===== config.mk =====
export PLATFORM = sky130hd
export DESIGN_NAME = simon_playback_ctrl
export DESIGN_NICKNAME = d
export VERILOG_FILES = /design/src/rtl/simon_playback_ctrl.sv
export SDC_FILE = /design/constraint.sdc
export NUM_CORES = 1
export LEC_CHECK = 0
export CAP_MARGIN = 20
export CORE_ASPECT_RATIO = 0.6
export CORE_MARGIN = 5
export CORE_UTILIZATION = 50
export CTS_CLUSTER_DIAMETER = 80
export DETAILED_ROUTE_END_ITERATION = 6
export PLACE_DENSITY = 0.79
export SLEW_MARGIN = 30
export SYNTH_ARGS = -nofsm -noshare
export SYNTH_HDL_FRONTEND = slang
export SYNTH_SLANG_ARGS = --single-unit

===== constraint.sdc =====
create_clock -name clk -period 4 [get_ports clk]
set_input_delay 1.2 -clock clk [delete_from_list [all_inputs] [get_ports clk]]
set_output_delay 1.2 -clock clk [all_outputs]
set_load 0.01 [all_outputs]

===== src/rtl/simon_playback_ctrl.sv =====
// simon_playback_ctrl: plays the stored Simon colour sequence onto one-hot LEDs
module simon_playback_ctrl #(
  parameter int MAX_LEN = 32,
  parameter int ON_CYCLES = 50_000_000,
  parameter int OFF_CYCLES = 25_000_000,
  parameter int CNT_W = 32,
  localparam int ADDR_W = $clog2(MAX_LEN),
  localparam int LEN_W = $clog2(MAX_LEN + 1)
) (
  input  logic              clk,
  input  logic              reset_n,
  input  logic              start,
  input  logic              abort,
  input  logic [LEN_W-1:0]  seq_len,
  output logic [ADDR_W-1:0] rd_addr,
  input  logic [1:0]        rd_data,
  output logic [3:0]        led,
  output logic              busy,
  output logic              done
);
  typedef enum logic [2:0] {IDLE, ADDR, LOAD, ON, OFF, DONE} state_e;
  state_e state_q, state_d;
  logic [ADDR_W-1:0] addr_q, addr_d, idx_q, idx_d;
  logic [LEN_W-1:0] len_q, len_d;
  logic [CNT_W-1:0] cnt_q, cnt_d;
  logic [3:0] led_q, led_d;
  logic last;
  assign last = LEN_W'(idx_q) == len_q - LEN_W'(1);
  assign rd_addr = addr_q;
  assign led = led_q;
  assign busy = state_q != IDLE;
  assign done = state_q == DONE;
  // state and datapath registers, cleared asynchronously so no LED survives reset
  always_ff @(posedge clk or negedge reset_n) begin
    if (!reset_n) begin
      state_q <= IDLE;
      addr_q <= '0;
      idx_q <= '0;
      len_q <= '0;
      cnt_q <= '0;
      led_q <= '0;
    end else begin
      state_q <= state_d;
      addr_q <= addr_d;
      idx_q <= idx_d;
      len_q <= len_d;
      cnt_q <= cnt_d;
      led_q <= led_d;
    end
  end
  // next-state: abort overrides everything once playback has begun
  always_comb begin
    state_d = state_q;
    addr_d = addr_q;
    idx_d = idx_q;
    len_d = len_q;
    cnt_d = cnt_q;
    led_d = led_q;
    if (abort && state_q != IDLE) begin
      state_d = IDLE;
      led_d = '0;
      cnt_d = '0;
    end else begin
      case (state_q)
        IDLE: if (start) begin
          if (seq_len == '0) state_d = DONE;
          else begin
            len_d = seq_len > LEN_W'(MAX_LEN) ? LEN_W'(MAX_LEN) : seq_len;
            idx_d = '0;
            addr_d = '0;
            state_d = ADDR;
          end
        end
        ADDR: state_d = LOAD;
        LOAD: begin
          led_d = 4'b0001 << rd_data;
          cnt_d = CNT_W'(ON_CYCLES - 1);
          state_d = ON;
        end
        ON: if (cnt_q == '0) begin
          led_d = '0;
          cnt_d = CNT_W'(OFF_CYCLES - 1);
          state_d = OFF;
        end else cnt_d = cnt_q - CNT_W'(1);
        OFF: if (cnt_q != '0) cnt_d = cnt_q - CNT_W'(1);
        else if (last) state_d = DONE;
        else begin
          idx_d = idx_q + ADDR_W'(1);
          addr_d = idx_q + ADDR_W'(1);
          state_d = ADDR;
        end
        DONE: state_d = IDLE;
        default: state_d = IDLE;
      endcase
    end
  end
endmodule

==> After elaboration in Yosys (flattened, before gate mapping) <==
Index checks and enable logic that the tools add are counted.
{ "word_totals": {"register_bits": 50, "latchBits": 0, "ramBits": 0, "rom_bits": 0, "wordCells": 60, "mem_count": 0} }
{ "op_classes": {"add_sub_neg": 3, "n_mul": 0, "n_div": 0, "n_lt_le_gt_ge": 1, "n_eq_ne": 14, "shift": 1, "muxes": 20, "n_bitwise": 2, "n_reduce_logical": 14} }
{ "op_table": {"columns": ["operator", "count"], "rows": [
  ["$mux 32", 3],
  ["$pmux 32 s3", 1],
  ["$logic_not 32->1", 1],
  ["$reduce_bool 32->1", 1],
  ["$sub 32x1->32 const B", 1],
  ["$mux 5", 4],
  ["$mux 3", 6],
  ["$pmux 3 s5", 1],
  ["$ne 3x3->1 const B", 4],
  ["$pmux 5 s2", 1],
  ["$mux 4", 2],
  ["$ne 2x2->1 const B", 4],
  ["$pmux 4 s2", 1],
  ["$eq 3x2->1 const B", 2],
  ["$eq 3x3->1 const B", 2],
  ["$eq 5x6->1", 1],
  ["$gt 6x6->1 const B", 1],
  ["$logic_not 6->1", 1],
  ["$mux 6", 1],
  ["$reduce_and 6->1", 1],
  ["$reduce_bool 3->1", 2],
  ["$sub 6x1->6 const B", 1],
  ["$add 5x1->5 const B", 1],
  ["$reduce_and 2->1", 2],
  ["9 further kinds", 10]
]} }

==> Logic depth before layout (Yosys ltp) <==
{ "logic_depth": {"ltp_word": 6, "depth_mapped": 10} }

==> Worst setup path after synthesis <==
OpenSTA, ideal clock, no wires.
{ "synth_path": {"path_kind": "input -> register", "from": "input port seq_len[0]", "to": "register idx_q[0]", "setup_time_ps": 118, "arrival_ps": 2673, "path_slack_ps": 1209, "path_stages": 6, "cell_sequence": "or4_1 > o311ai_1 > o21ai_0 > nand2_2 > nor4_1 > a21o_1"} }
{ "synth_between": {"elab_chain_cells": 3} }
{ "synth_rtl": {"columns": ["item", "line_no", "text"], "rows": [
  ["start: declaration", "14", "input logic [LEN_W-1:0] seq_len,"],
  ["$logic_not 6->1", "66", "if (seq_len == '0) state_d = DONE;"],
  ["$ne 2x2->1 (no source line)", null, null],
  ["$reduce_and 6->1 (no source line)", null, null],
  ["end signal: assignment", "45", "idx_q <= idx_d;"],
  ["end: declaration", "23", "logic [ADDR_W-1:0] addr_q, addr_d, idx_q, idx_d;"]
]} }
No other way between the ends.
A chain may end at the register's enable or synchronous reset.

==> Worst setup path in the final report <==
{ "layout_path": {"from": "input port abort", "to": "register cnt_q[22]"} }
{ "layout_between": {"elab_chain_cells": 3, "elab_cells_between_ends": 5, "cone_classes": "1 x eq/ne; 1 x mux; 3 x reduce/logical"} }
{ "layout_rtl": {"columns": ["item", "line_no", "text"], "rows": [
  ["start: declaration", "13", "input logic abort,"],
  ["$logic_and 1x1->1 (*)", "59", "if (abort && state_q != IDLE) begin"],
  ["$ne 3x3->1 (no source line) or $reduce_bool 4->1 (tied branches)", null, null],
  ["$reduce_and 2->1 (no source line)", null, null],
  ["end signal: assignment", "47", "cnt_q <= cnt_d;"],
  ["end: declaration", "25", "logic [CNT_W-1:0] cnt_q, cnt_d;"]
]} }
Every way passes the cells marked *; elsewhere a longest branch is shown, timed or not.

==> results_dict.tcl <==
set metrics [dict create \
    p_leak_nw 1.378 \
    drv_cap 0 \
    max-vdd-ir-drop_uv 350.8 \
    status "finished, final reports clean" \
    crit_path_end_kind "flip-flop" \
    final-hold-violation-count 0 \
    start_util_pct 51.31 \
    ctsRootBufferMaster "clkbuf_8" \
    drc 0 \
    synth_edf_count 0 \
    ys_types 64 \
    crit_arrival_ps 3290 \
    die_area_mm2 0.008007 \
    num_vias 2798 \
    post_cts_resize_count 0 \
    rows 22 \
    syn_to_final_growth_pct 11.69 \
    clock_sinks 50 \
    layout-drive-gt1-share_pct 10.74 \
    ctsHoldBuffers 0 \
    grt_pass1_vias 2462 \
    synth_most_common_cell "dfrtp_1" \
    grt_max_degree 51 \
    cts_tree "yes" \
    rsz0062_at_grt "false" \
    yosysWarnings 0 \
    crit_required_ps 4240 \
    routed_wl_um 7707 \
    syn-cell-area_mm2 0.003136 \
    cts_buffers 5 \
    synth_common_cells "dfrtp_1, nor2_1, o21ai_0" \
    finalNetCount 377 \
    synth_seq_area_share_pct 39.90 \
    pin_count 23 \
    io_buffers 22 \
    track_usage_pct 19.81 \
    max_stage_delay_ps 610 \
    fmax_ghz 0.3272 \
    path_max_fanout 12 \
    finClkSkew_ps 10.72 \
    grt_pass1_wl_um 12880 \
    core_area_mm2 0.006111 \
    clock_latency_ps 320 \
    slew_viol_final 0 \
    die_x_um 112.2 \
    n_fill_cell 552 \
    drtIter0Drc 276 \
    globalplace.congestion 0.9003 \
    path_cells "clkdlybuf4s50_1 -> o31a_2 -> nor2_1 -> nand4_1 -> o2bb2ai_1 -> and2b_2 -> a31oi_1" \
    dp_slack_ps 657.7 \
    htree_levels 2 \
    synth-main-ff-cell "dfrtp_1" \
    dp_hpwl_um 5578 \
    final-setup-viol-count 0 \
    fin_crit_sh_pct 76.40 \
    vias_per_cell 6.260 \
    reg2reg_setup_slack_ps 1120 \
    clkTransAtPathRegs_ps 80 \
    critPathKind "input port to flip-flop" \
    synthArstFlopShare_pct 100.0 \
    postSynthCellCount 344 \
    gr-total-overflow 0 \
    hold_class "flip-flop to flip-flop" \
    fin_tns_setup_ps 0 \
    powerDensity_mw_per_mm2 665.3 \
    synth_area_leaders "dfrtp_1, o21ai_0, nor2_1" \
    drtAntennaViolNets 0 \
    fin_crit_ps 3056 \
    yosysTopAreaCell "dfrtp_1" \
    die-height_um 71.34 \
    num_antenna_cells 0 \
    relSlewSlack_pct 34.87 \
    startpoint_type "input port" \
    fin_ws_ps 944.0 \
    ys_seq_elements 50 \
    ctsLongestPathBuffers 2 \
    regArea_mm2 0.001251 \
    first_pass_iters 5 \
    cp_slowest_cell "nor2_1" \
    multi_input_area_mm2 0.001758 \
    tightestPinTransition_ps 976.9 \
    syn_avg_cell_area_um2 9.115 \
    antenna_found_initial 0 \
    post_drt_wl_per_cell_um 17.24 \
    syn_nets 359 \
    synth_top_area_share_pct 39.90 \
    post_cts_buffers 0 \
    power_mw 2.330 \
]
flip-flops by register name (all words and copies together) (netlist names):
register,cells
cnt_q,32
len_q,6
idx_q,5
led,4
state_q,3
path summary, 6_finish.rpt:
| check | cells after the start | endpoint | startpoint |
|---|---|---|---|
| setup / recovery | 7 | cnt_q[22] | abort |
| hold / removal | 1 | cnt_q[11] | cnt_q[11] |
| setup reg to reg | 8 | idx_q[3] | cnt_q[0] |
| hold reg to reg | 1 | cnt_q[11] | cnt_q[11] |
| max in group asynchronous | 1 | cnt_q[17] | reset_n |
| min in group asynchronous | 1 | led[2] | reset_n |
cells in the final DEF (no fill, tap or decap), types with 2 or more instances in the layout:
| cell | netlist | layout |
|---|---|---|
| dfrtp_1 | 50 | 50 |
| a211oi_1 | 7 | 6 |
| ha_1 | 3 | 3 |
| o211ai_1 | 2 | 2 |
| nor3b_1 | 2 | 2 |
| a311oi_1 | 8 | 8 |
| nor3b_2 | 2 | 2 |
| a21oi_1 | 21 | 21 |
| inv_1 | 10 | 10 |
| xnor2_1 | 7 | 7 |
| nand3b_1 | 3 | 3 |
| a21boi_1 | 2 | 2 |
| o31ai_1 | 4 | 4 |
| nand3_1 | 6 | 6 |
| o21ai_0 | 33 | 33 |
| buf_4 | 2 | 6 |
| nand4_1 | 7 | 7 |
| nor2_1 | 33 | 33 |
| a31oi_1 | 5 | 5 |
| a22o_1 | 2 | 2 |
| nor4_1 | 5 | 5 |
| nor4_2 | 3 | 3 |
| nand2_1 | 25 | 25 |
| a21o_1 | 6 | 6 |
| and4_1 | 4 | 4 |
| nor3_1 | 10 | 10 |
| or3_1 | 8 | 8 |
| xor2_1 | 8 | 8 |
| or4_1 | 7 | 7 |
| nand2b_1 | 10 | 10 |
| clkbuf_8 | 2 | 6 |
| clkdlybuf4s50_1 | 0 | 21 |
| mux2_2 | 5 | 5 |
critical path, delay by kind of cell:
| family | cells | cell delay, ps |
|---|---|---|
| and+or+nand+nor | 3 | 1090 |
| AOI/OAI and AO/OA | 3 | 570 |
| buffers and inverters | 1 | 430 |
kinds of logic (layout without fill, tap and decap cells):
group	count (synthesis)	in the layout	share of synthesized area, %
multiplexers	6	6	2.155
AND/OR/NAND/NOR	139	139	26.22
XOR/XNOR	15	15	4.190
adder cells (fa/ha/maj)	3	3	1.197
buffers and inverters	26	45	4.190
flip-flops	50	50	39.90
AO/OA/AOI/OAI	105	105	22.15
layer usage:
metal  track usage [%]  part of all wire [%]  up-vias
met5                 0                     0        -
met4             5.600                   1.2        0
met3             4.726                   8.3       12
met2             26.47                    41      112
met1             31.34                    50     1340
li1                  -                     -     1334
layout make-up:
class,instances,area share (%)
Clock buffer,6,2.358
Clock inverter,2,0.3573
Inverter,10,1.072
Multi-Input combinational cell,268,50.20
Sequential cell,50,35.73
Tap cell,84,3.001
Timing Repair Buffer,27,7.288
report_power, final:
group	internal [mW]	leakage [nW]	switching, mW
Sequential	0.666	0.637	0.218
Combinational	0.470	0.694	0.667
Clock	0.139	0.0472	0.169
through the flow:
step / cells / hold slack [ps] / utilization, % / instance area [um2]
2_1_floorplan: 344 / 450.3 / - / 3136
3_3_place_gp: 439 / 466.1 / 55.63 / 3400
3_5_place_dp: 439 / 472.3 / 55.67 / 3402
4_1_cts: 447 / 495.1 / 57.23 / 3497
5_1_grt: 447 / 519.3 / 57.31 / 3502
6_report: 447 / 488.8 / 57.31 / 3502
(Power assumes the default switching activity.)
